File: src/rtl/shift_seq_ctrl.sv
// Purpose: command-driven sequencer that loads a WIDTH-bit shift register and shifts it cmd_len bits over sout/sin.
// Latency: command accepted at edge k -> busy in cycles k+1..k+len, response valid in cycle k+len+1 (k+1 if rejected).
// Backpressure: one command in flight; cmd_ready only in IDLE, response held in DONE until rsp_ready.
module shift_seq_ctrl #(
    parameter int WIDTH = 8,
    parameter int CNT_W = 4
) (
    input  logic             clk,
    input  logic             rst,
    input  logic             cmd_valid,
    output logic             cmd_ready,
    input  logic             cmd_dir,
    input  logic [CNT_W-1:0] cmd_len,
    input  logic [WIDTH-1:0] cmd_data,
    input  logic             sin,
    output logic             sout,
    output logic             busy,
    output logic             rsp_valid,
    input  logic             rsp_ready,
    output logic [WIDTH-1:0] rsp_data,
    output logic             rsp_err
);

    typedef enum logic [1:0] {
        IDLE  = 2'd0,
        SHIFT = 2'd1,
        DONE  = 2'd2
    } state_t;

    localparam logic [CNT_W-1:0] MAX_LEN = CNT_W'(WIDTH);
    localparam logic [CNT_W-1:0] ONE     = CNT_W'(1);

    state_t             state_q;
    logic [WIDTH-1:0]   shreg_q;
    logic [CNT_W-1:0]   cnt_q;
    logic               dir_q;
    logic               err_q;
    logic [WIDTH-1:0]   shreg_d;
    logic               len_bad;

    // Zero or over-long lengths are answered immediately with an error.
    assign len_bad = (cmd_len == '0) || (cmd_len > MAX_LEN);

    // One-bit shift of the register in the stored direction, sin entering the vacated end.
    always_comb begin
        shreg_d = shreg_q;
        if (dir_q) begin
            shreg_d = {sin, shreg_q[WIDTH-1:1]};
        end else begin
            shreg_d = {shreg_q[WIDTH-2:0], sin};
        end
    end

    // Sequencer: accept command, shift cnt bits, hold the response until taken.
    always_ff @(posedge clk) begin
        if (!rst) begin
            state_q <= IDLE;
            shreg_q <= '0;
            cnt_q   <= '0;
            dir_q   <= 1'b0;
            err_q   <= 1'b0;
        end else begin
            case (state_q)
                IDLE: begin
                    if (cmd_valid) begin
                        shreg_q <= cmd_data;
                        dir_q   <= cmd_dir;
                        cnt_q   <= cmd_len;
                        err_q   <= len_bad;
                        state_q <= len_bad ? DONE : SHIFT;
                    end
                end
                SHIFT: begin
                    shreg_q <= shreg_d;
                    cnt_q   <= cnt_q - ONE;
                    if (cnt_q == ONE) begin
                        state_q <= DONE;
                    end
                end
                DONE: begin
                    if (rsp_ready) begin
                        state_q <= IDLE;
                    end
                end
                default: begin
                    state_q <= IDLE;
                end
            endcase
        end
    end

    // Handshake and status outputs decode straight from the registered state.
    assign cmd_ready = (state_q == IDLE);
    assign busy      = (state_q == SHIFT);
    assign rsp_valid = (state_q == DONE);
    assign rsp_data  = shreg_q;
    assign rsp_err   = err_q;

    // Outgoing bit is the end of the register about to be shifted out; quiet outside SHIFT.
    assign sout = busy ? (dir_q ? shreg_q[0] : shreg_q[WIDTH-1]) : 1'b0;

endmodule
File: config.mk
export PLATFORM = sky130hd
export DESIGN_NAME = shift_seq_ctrl
export DESIGN_NICKNAME = d
export VERILOG_FILES = /design/src/rtl/shift_seq_ctrl.sv
export SDC_FILE = /design/constraint.sdc
export NUM_CORES = 1
export LEC_CHECK = 0
export ABC_AREA = 1
export ABC_CLOCK_PERIOD_IN_PS = 1600
export CAP_MARGIN = 10
export CORE_MARGIN = 2
export CORE_UTILIZATION = 40
export CTS_BUF_LIST = sky130_fd_sc_hd__clkbuf_4 sky130_fd_sc_hd__clkbuf_8 sky130_fd_sc_hd__clkbuf_16
export CTS_CLUSTER_DIAMETER = 150
export DETAILED_ROUTE_END_ITERATION = 7
export MAX_ROUTING_LAYER = met4
export PLACE_DENSITY = 0.74
export SLEW_MARGIN = 20
export SYNTH_ARGS = -nofsm -noshare
export SYNTH_HDL_FRONTEND = slang
export SYNTH_SLANG_ARGS = --single-unit
File: constraint.sdc
create_clock -name clk -period 1.6 [get_ports clk]
set_input_delay 0.32 -clock clk [delete_from_list [all_inputs] [get_ports clk]]
set_output_delay 0.32 -clock clk [all_outputs]
set_load 0.01 [all_outputs]
==> results of run 1 <==
[Yosys cell counts, drive strengths merged]
cell | n | area [um2]
o22ai | 1 | 6.260
a21oi | 6 | 30.03
nand2 | 39 | 146.4
a31oi | 1 | 6.260
nor3 | 1 | 5.000
inv | 30 | 112.6
clkinv | 1 | 3.750
clkbuf | 2 | 11.26
o21ai | 7 | 46.29
nand3 | 23 | 120.1
nor2 | 10 | 45.04
o211ai | 9 | 72.57
buf | 3 | 33.78
ha | 2 | 25.02
dfxtp | 16 | 320.3
[layout make-up]
cell class	instances	area (um2)	area share (%)
Sequential cell	16	320.3	23.79
Multi-Input combinational cell	99	503.0	37.36
Inverter	31	116.4	8.643
Timing Repair Buffer	37	349.1	25.93
Clock buffer	3	22.52	1.673
Tap cell	28	35.03	2.602
[path summary, 6_finish.rpt]
path | end | slack, ns
setup / recovery | rsp_data[6] | 0.06
hold / removal | cnt_q[3] | 0.49
setup reg to reg | cnt_q[0] | 0.24
hold reg to reg | cnt_q[3] | 0.49
[cell usage in the layout (no fill, tap or decap)]
cell	count
sky130_fd_sc_hd__nand2_1	39
sky130_fd_sc_hd__inv_1	27
sky130_fd_sc_hd__clkdlybuf4s50_1	26
sky130_fd_sc_hd__nand3_1	22
sky130_fd_sc_hd__dfxtp_1	16
sky130_fd_sc_hd__nor2_1	9
sky130_fd_sc_hd__o211ai_1	8
sky130_fd_sc_hd__a21oi_1	6
sky130_fd_sc_hd__buf_4	6
sky130_fd_sc_hd__o21ai_0	5
sky130_fd_sc_hd__inv_2	3
sky130_fd_sc_hd__clkbuf_4	3
sky130_fd_sc_hd__ha_1	2
sky130_fd_sc_hd__dlygate4sd2_1	2
sky130_fd_sc_hd__nor2_4	1
sky130_fd_sc_hd__o21ai_4	1
sky130_fd_sc_hd__clkinv_1	1
sky130_fd_sc_hd__o22ai_1	1
sky130_fd_sc_hd__o21ai_1	1
sky130_fd_sc_hd__nand3_2	1
sky130_fd_sc_hd__o211ai_2	1
sky130_fd_sc_hd__nor3_1	1
sky130_fd_sc_hd__a31oi_1	1
sky130_fd_sc_hd__clkdlybuf4s15_1	1
sky130_fd_sc_hd__clkbuf_2	1
sky130_fd_sc_hd__buf_6	1
[logic make-up after synthesis]
kind of cell               synth area share (%)
buffers and inverters                     16.39
DFF                                       32.53
adders and majority gates                 2.541
AOI/OAI and AO/OA                         16.39
and+or+nand+nor                           32.15
[where the power goes]
| group | switching, uW | internal (uW) |
|---|---|---|
| Sequential | 43.4 | 455 |
| Combinational | 254 | 231 |
| Clock | 122 | 87.4 |
[timing repair]
action / in CTS / in global routing
setup endpoints to repair: 4 / 2
hold buffers: 0 / 0
buffers inserted: 0 / 0
resized for setup: 5 / 3
[layer usage]
metal	global-route usage [%]	part of all wire, %	routed length (um)
met1	25.56	47	1094
met3	5.833	4.5	106
met4	2.564	0.51	12
met2	30.45	48	1132
met5	-	0	0
[flip-flops by register name, summed over array words and instances (netlist names)]
register  flops
rsp_data      8
cnt_q         4
state_q       2
dir_q         1
rsp_err       1
[through the flow]
stage	utilization, %	power, uW	hold slack [ns]	area, um2	TNS (ns)
after floorplan	-	798.0	0.4431	984.7	0
after global placement	58.33	988.3	0.4703	1328	0
after detailed placement	58.33	1000	0.4767	1328	-0.02508
after CTS	59.15	1203	0.4900	1346	0
after global routing	59.15	1287	0.5217	1346	0
final	59.15	1192	0.4892	1346	0
==> results.py, run 1 <==
metrics = {
    "outcome": {
        "outcome": "finished, final reports clean",
    },
    "clock_network": {
        "cts-root-to-sink-buffers": 2,
        "cts_tree": "built",
        "numClockSinks": 16,
        "clk_pin_slew_worst_paths_ns": 0.09,
        "worstSkewPairLatency_ns": 0.28,
        "tritoncts.num_buffers": 3,
        "cts_root_buffer": "sky130_fd_sc_hd__clkbuf_4",
        "ctsHtreeMaxLevel": 1,
    },
    "global_routing": {
        "overflow": 0,
        "number_of_global_route_vias_before_repair": 929,
        "grt_max_degree": 20,
        "antenna_violations_before_repair": 0,
        "wire_length_of_the_first_global_routing_pass_um": 3988,
        "track_usage_pct": 19.48,
    },
    "worst_setup_path": {
        "max_incr_delay_on_cp_ns": 0.55,
        "critPathLaunchType": "register",
        "cp.depth": 1,
        "critical_path.top_delay_family": "buffers and inverters",
        "crit_path_cell_trace": "clkdlybuf4s50_1",
        "setup.worst_path.class": "reg -> out",
        "end_kind": "primary output",
        "critical_path.startpoint": "rsp_data[6]",
        "cp_max_delay_cell": "sky130_fd_sc_hd__clkdlybuf4s50_1",
        "r2r-start": "state_q[1]",
        "worst-path-buf-inv": 1,
        "critical_path_maximum_fanout": 3,
        "data_required_time_at_the_worst_endpoint_ns": 1.28,
        "reg2regPathDepth": 6,
        "critical_path_arrival_ns": 1.22,
    },
    "cells_and_area": {
        "flow.area_growth_from_synthesis_pct": 36.72,
        "num_antenna_cells": 0,
        "layout.nets": 208,
        "drive_gt1_share_pct": 9.677,
        "post_layout_nonfiller_instances": 214,
        "fillCellCount": 221,
    },
    "floorplan": {
        "boundaryPins": 31,
        "num_rows": 17,
        "dieHeight_um": 53.62,
        "initial_core_util_pct": 43.27,
        "die_width_um": 53.62,
        "fp.dieArea_mm2": 0.002875,
        "core_region_area_mm2": 0.002276,
    },
    "detailed_routing": {
        "vias_per_cell": 4.869,
        "ant_nets": 0,
        "drt_drc_violations_left": 0,
        "num_vias": 1042,
        "detail_route.wl_per_cell_um": 10.96,
        "drt_first_iter_violations": 17,
        "wirelength_um": 2346,
        "number_of_optimization_iterations_in_the_first_detailed_route_pass": 4,
    },
    "synth": {
        "post_synth_inst_count": 151,
        "yosysUniqueCellTypes": 22,
        "ys_ff_latch": 16,
        "netlist_area_um2": 984.7,
        "sequential_element_share_of_the_synthesized_area_pct": 32.53,
        "net_count_after_synthesis": 171,
        "avgSynthCellArea_um2": 6.521,
        "synth-warning-count": 0,
    },
    "worst_hold_path": {
        "hp-start": "cnt_q[3]",
        "holdPathStages": 2,
        "hp-class": "reg -> reg",
    },
    "placed_design": {
        "dp_cells": 211,
        "routabilityCongestion": 0.8262,
        "port_buffers": 30,
        "place.detailed.hpwl_um": 1838,
        "dpl_worst_slack_ns": -0.02508,
    },
    "sta": {
        "worst_clock_skew_ns": 0.002863,
        "post-route-period-util_pct": 96.02,
        "finalWorstSetupSlack_ns": 0.06363,
        "tightestPinTransition_ns": 0.3893,
        "final_hold_viol_count": 0,
        "timing.slew.headroom_pct": 73.98,
        "period_minus_slack_ns": 1.536,
        "setup-violations-final": 0,
        "fmaxAchievable_mhz": 650.9,
        "grt_setup_unrepaired": "no",
        "final-max-slew-violation-count": 0,
    },
    "power": {
        "leakage_power_summed_over_all_cells_uw": 0.0006597,
        "power.density_mw_per_mm2": 885.5,
        "max-vdd-ir-drop_v": 0.0005408,
    },
    "run": {
        "maxCapViolations": 0,
    },
}
(Power assumes the default switching activity.)
==> run 2, diff against run 1 <==
--- a/config.mk
+++ b/config.mk
@@ -5,7 +5,6 @@
 export SDC_FILE = /design/constraint.sdc
 export NUM_CORES = 1
 export LEC_CHECK = 0
-export ABC_AREA = 1
 export ABC_CLOCK_PERIOD_IN_PS = 1600
 export CAP_MARGIN = 10
 export CORE_MARGIN = 2
@@ -14,7 +13,7 @@
 export CTS_CLUSTER_DIAMETER = 150
 export DETAILED_ROUTE_END_ITERATION = 7
 export MAX_ROUTING_LAYER = met4
-export PLACE_DENSITY = 0.74
+export PLACE_DENSITY = 0.75
 export SLEW_MARGIN = 20
 export SYNTH_ARGS = -nofsm -noshare
 export SYNTH_HDL_FRONTEND = slang
==> run 2 against run 1 <==
  * First-iteration DRC count unchanged
  * Sequential share of layout area increased by 0.21 points
  * Fmax decreased by 1.3%
  * Via count decreased by 9.6%
  * Synthesized cell count decreased by 28%
  * Clock power increased by 28%
  * Utilization increased by 1.3 points
  * Highest routed layer unchanged
  * Cell count decreased by 20%
==> results.py, run 2 <==
metrics = {
    "outcome": {
        "outcome": "finished, final reports clean",
    },
    "clock_network": {
        "cts_root_buffer": "sky130_fd_sc_hd__clkbuf_4",
        "cts_tree": "built",
        "cts-root-to-sink-buffers": 2,
        "tritoncts.num_buffers": 3,
        "clk_pin_slew_worst_paths_ns": 0.09,
        "hold_buffers": 0,
        "numClockSinks": 16,
        "postCtsResizedCells": 5,
        "ctsHtreeMaxLevel": 1,
        "worstSkewPairLatency_ns": 0.28,
        "total_setup_buffers_inserted_after_cts": 0,
    },
    "global_routing": {
        "antenna_violations_before_repair": 0,
        "grt_max_degree": 14,
        "wire_length_of_the_first_global_routing_pass_um": 3877,
        "overflow": 0,
        "track_usage_pct": 19.38,
        "number_of_global_route_vias_before_repair": 929,
    },
    "synth": {
        "synth_largest_type_area_fraction_pct": 33.46,
        "post_synth_edffs": 0,
        "avgSynthCellArea_um2": 8.863,
        "synth_largest_area_cell": "sky130_fd_sc_hd__dfxtp_1",
        "yosys.cell_count.top_type": "sky130_fd_sc_hd__a21oi_1",
        "ys_top_cells_by_count": "sky130_fd_sc_hd__a21oi_1 (17), sky130_fd_sc_hd__dfxtp_1 (16), sky130_fd_sc_hd__o21ai_0 (10)",
        "sequential_element_share_of_the_synthesized_area_pct": 33.46,
        "async_set_or_reset_flop_fraction_in_the_synthesized_netlist_pct": 0,
        "net_count_after_synthesis": 128,
        "yosysUniqueCellTypes": 31,
        "netlist_area_um2": 957.2,
        "ys_ff_latch": 16,
        "post_synth_inst_count": 108,
        "synth_ff_type": "sky130_fd_sc_hd__dfxtp_1",
        "synth.area.top_cells": "sky130_fd_sc_hd__dfxtp_1 (33%), sky130_fd_sc_hd__mux2_2 (9.4%), sky130_fd_sc_hd__a21oi_1 (8.9%)",
        "synth-warning-count": 0,
    },
    "power": {
        "leakage_power_summed_over_all_cells_uw": 0.0005564,
        "power_report.internal_total_uw": 803.8,
        "swShare_pct": 30.03,
        "p_sw_uw": 344.9,
        "p_seq_share_pct": 43.0,
        "report.power.total_uw": 1149,
        "p_comb_share_pct": 33.7,
        "max-vdd-ir-drop_v": 0.0005142,
        "power.density_mw_per_mm2": 850.9,
        "power.share.clock_pct": 23.3,
    },
    "placed_design": {
        "routabilityCongestion": 0.7909,
        "port_buffers": 30,
        "place.detailed.hpwl_um": 1828,
    },
    "worst_setup_path": {
        "critical_path_arrival_ns": 1.24,
        "setup.worst_path.class": "reg -> out",
        "critical_path_maximum_fanout": 4,
        "critPathLaunchType": "register",
        "cp_max_delay_cell": "sky130_fd_sc_hd__clkdlybuf4s50_1",
        "data_required_time_at_the_worst_endpoint_ns": 1.28,
        "worst-path-buf-inv": 1,
        "max_incr_delay_on_cp_ns": 0.56,
        "critical_path.top_delay_family": "buffers and inverters",
        "crit_path_cell_trace": "clkdlybuf4s50_1",
        "end_kind": "primary output",
    },
    "sta": {
        "fmaxAchievable_mhz": 642.5,
        "hold_ws_ns": 0.5303,
        "grt_setup_unrepaired": "no",
        "timing.slew.headroom_pct": 70.33,
        "final.setup.tns_ns": 0,
        "worst_clock_skew_ns": 0.0009717,
        "setup-violations-final": 0,
        "post-route-period-util_pct": 97.28,
        "period_minus_slack_ns": 1.556,
        "tightestPinTransition_ns": 0.4410,
        "final-max-slew-violation-count": 0,
        "final_hold_viol_count": 0,
    },
    "detailed_routing": {
        "ant_nets": 0,
        "wirelength_um": 2397,
        "vias_per_cell": 5.509,
        "num_vias": 942,
        "detail_route.wl_per_cell_um": 14.02,
        "number_of_optimization_iterations_in_the_first_detailed_route_pass": 4,
        "drt_first_iter_violations": 17,
        "drt_drc_violations_left": 0,
    },
    "floorplan": {
        "initial_core_util_pct": 42.86,
        "die_width_um": 52.92,
        "core_region_area_mm2": 0.002233,
        "dieHeight_um": 52.92,
        "num_rows": 17,
        "boundaryPins": 31,
        "fp.dieArea_mm2": 0.002800,
    },
    "cells_and_area": {
        "layout.nets": 164,
        "drive_gt1_share_pct": 20.98,
        "num_antenna_cells": 0,
        "largest_reg_flops": 8,
        "flow.area_growth_from_synthesis_pct": 41.05,
        "final_cell_mix": "sky130_fd_sc_hd__clkdlybuf4s50_1 (25), sky130_fd_sc_hd__a21oi_1 (17), sky130_fd_sc_hd__dfxtp_1 (13), sky130_fd_sc_hd__o21ai_0 (10), sky130_fd_sc_hd__nor2b_1 (9)",
        "mostFrequentLayoutCell": "sky130_fd_sc_hd__clkdlybuf4s50_1",
    },
    "worst_hold_path": {
        "hp-class": "reg -> reg",
    },
    "run": {
        "maxCapViolations": 0,
    },
}
## run 2: cell count changes in the layout (fill, tap and decap cells not counted), moves of 5 or more
cell / change
sky130_fd_sc_hd__a21oi_1: +11
sky130_fd_sc_hd__o21ai_0: +5
sky130_fd_sc_hd__nand2_1: -36
sky130_fd_sc_hd__inv_1: -23
sky130_fd_sc_hd__mux2_2: +8
sky130_fd_sc_hd__o211ai_1: -7
sky130_fd_sc_hd__nand3_1: -22
sky130_fd_sc_hd__nor2b_1: +9
## run 2: layout make-up
class,instances,area [um2]
fillers,217,883.3
multi-input cells,80,563.0
repair buffers,38,370.4
flip-flops and latches,16,324.1
clock buffers,4,36.28
well taps,28,35.03
inverters,5,21.27
## run 2: kinds of logic (layout without fill, tap and decap cells)
group           after synthesis  count (layout)  share of synthesized area, %
compound gates               38              38                         25.23
fa+ha+maj                     2               2                         2.614
buf+inv                      12              47                         7.711
flops                        16              16                         33.46
mux                          11              11                         12.55
simple gates                 29              29                         18.43
## run 2: path summary, 6_finish.rpt
check,slack (ns),cells past startpoint,start,to
worst max register to register,0.29,4,state_q[0],cnt_q[1]
worst max-delay path,0.04,1,rsp_data[7],rsp_data[7]
worst min-delay path,0.53,2,cnt_q[3],cnt_q[3]
worst min register to register,0.53,2,cnt_q[3],cnt_q[3]
## run 2: worst register-to-register path, delay by kind of cell (launching register included)
kind | cells | cell delay (ns)
buf+inv | 1 | 0.18
compound gates | 2 | 0.54
simple gates | 1 | 0.07
flops | 1 | 0.41
## run 2: metrics by stage
step / cells / setup slack [ns] / area (um2) / utilization (%)
6_report: 171 / 0.04352 / 1350 / 60.45
5_1_grt: 171 / 0.003203 / 1350 / 60.45
4_1_cts: 171 / 0.008504 / 1345 / 60.22
3_5_place_dp: 167 / -0.02779 / 1313 / 58.77
3_3_place_gp: 167 / 0.02245 / 1313 / 58.77
2_1_floorplan: 108 / 0.4643 / 957.2 / -
## run 2: power groups by stage
stage	Combinational [uW]	Sequential (uW)	Clock [uW]
floorplan	218	498	0
global placement	384	499	0
detailed placement	394	500	0
CTS	391	492	279
global route	423	501	288
finish	387	494	268
## run 2: per-layer routing
layer	vias to the layer above	GRT usage, %	wire [um]
li1	459	-	-
met1	444	22.86	1113
met2	37	32.29	1156
met3	2	2.825	113
met4	0	9.402	14
met5	-	-	0
==> run 3, diff against run 2 <==
--- a/config.mk
+++ b/config.mk
@@ -14,6 +14,7 @@
 export DETAILED_ROUTE_END_ITERATION = 7
 export MAX_ROUTING_LAYER = met4
 export PLACE_DENSITY = 0.75
+export SKIP_LAST_GASP = 1
 export SLEW_MARGIN = 20
 export SYNTH_ARGS = -nofsm -noshare
 export SYNTH_HDL_FRONTEND = slang
==> results of run 3 <==
The final DEF is identical to that of run 2; final timing and power are the same.
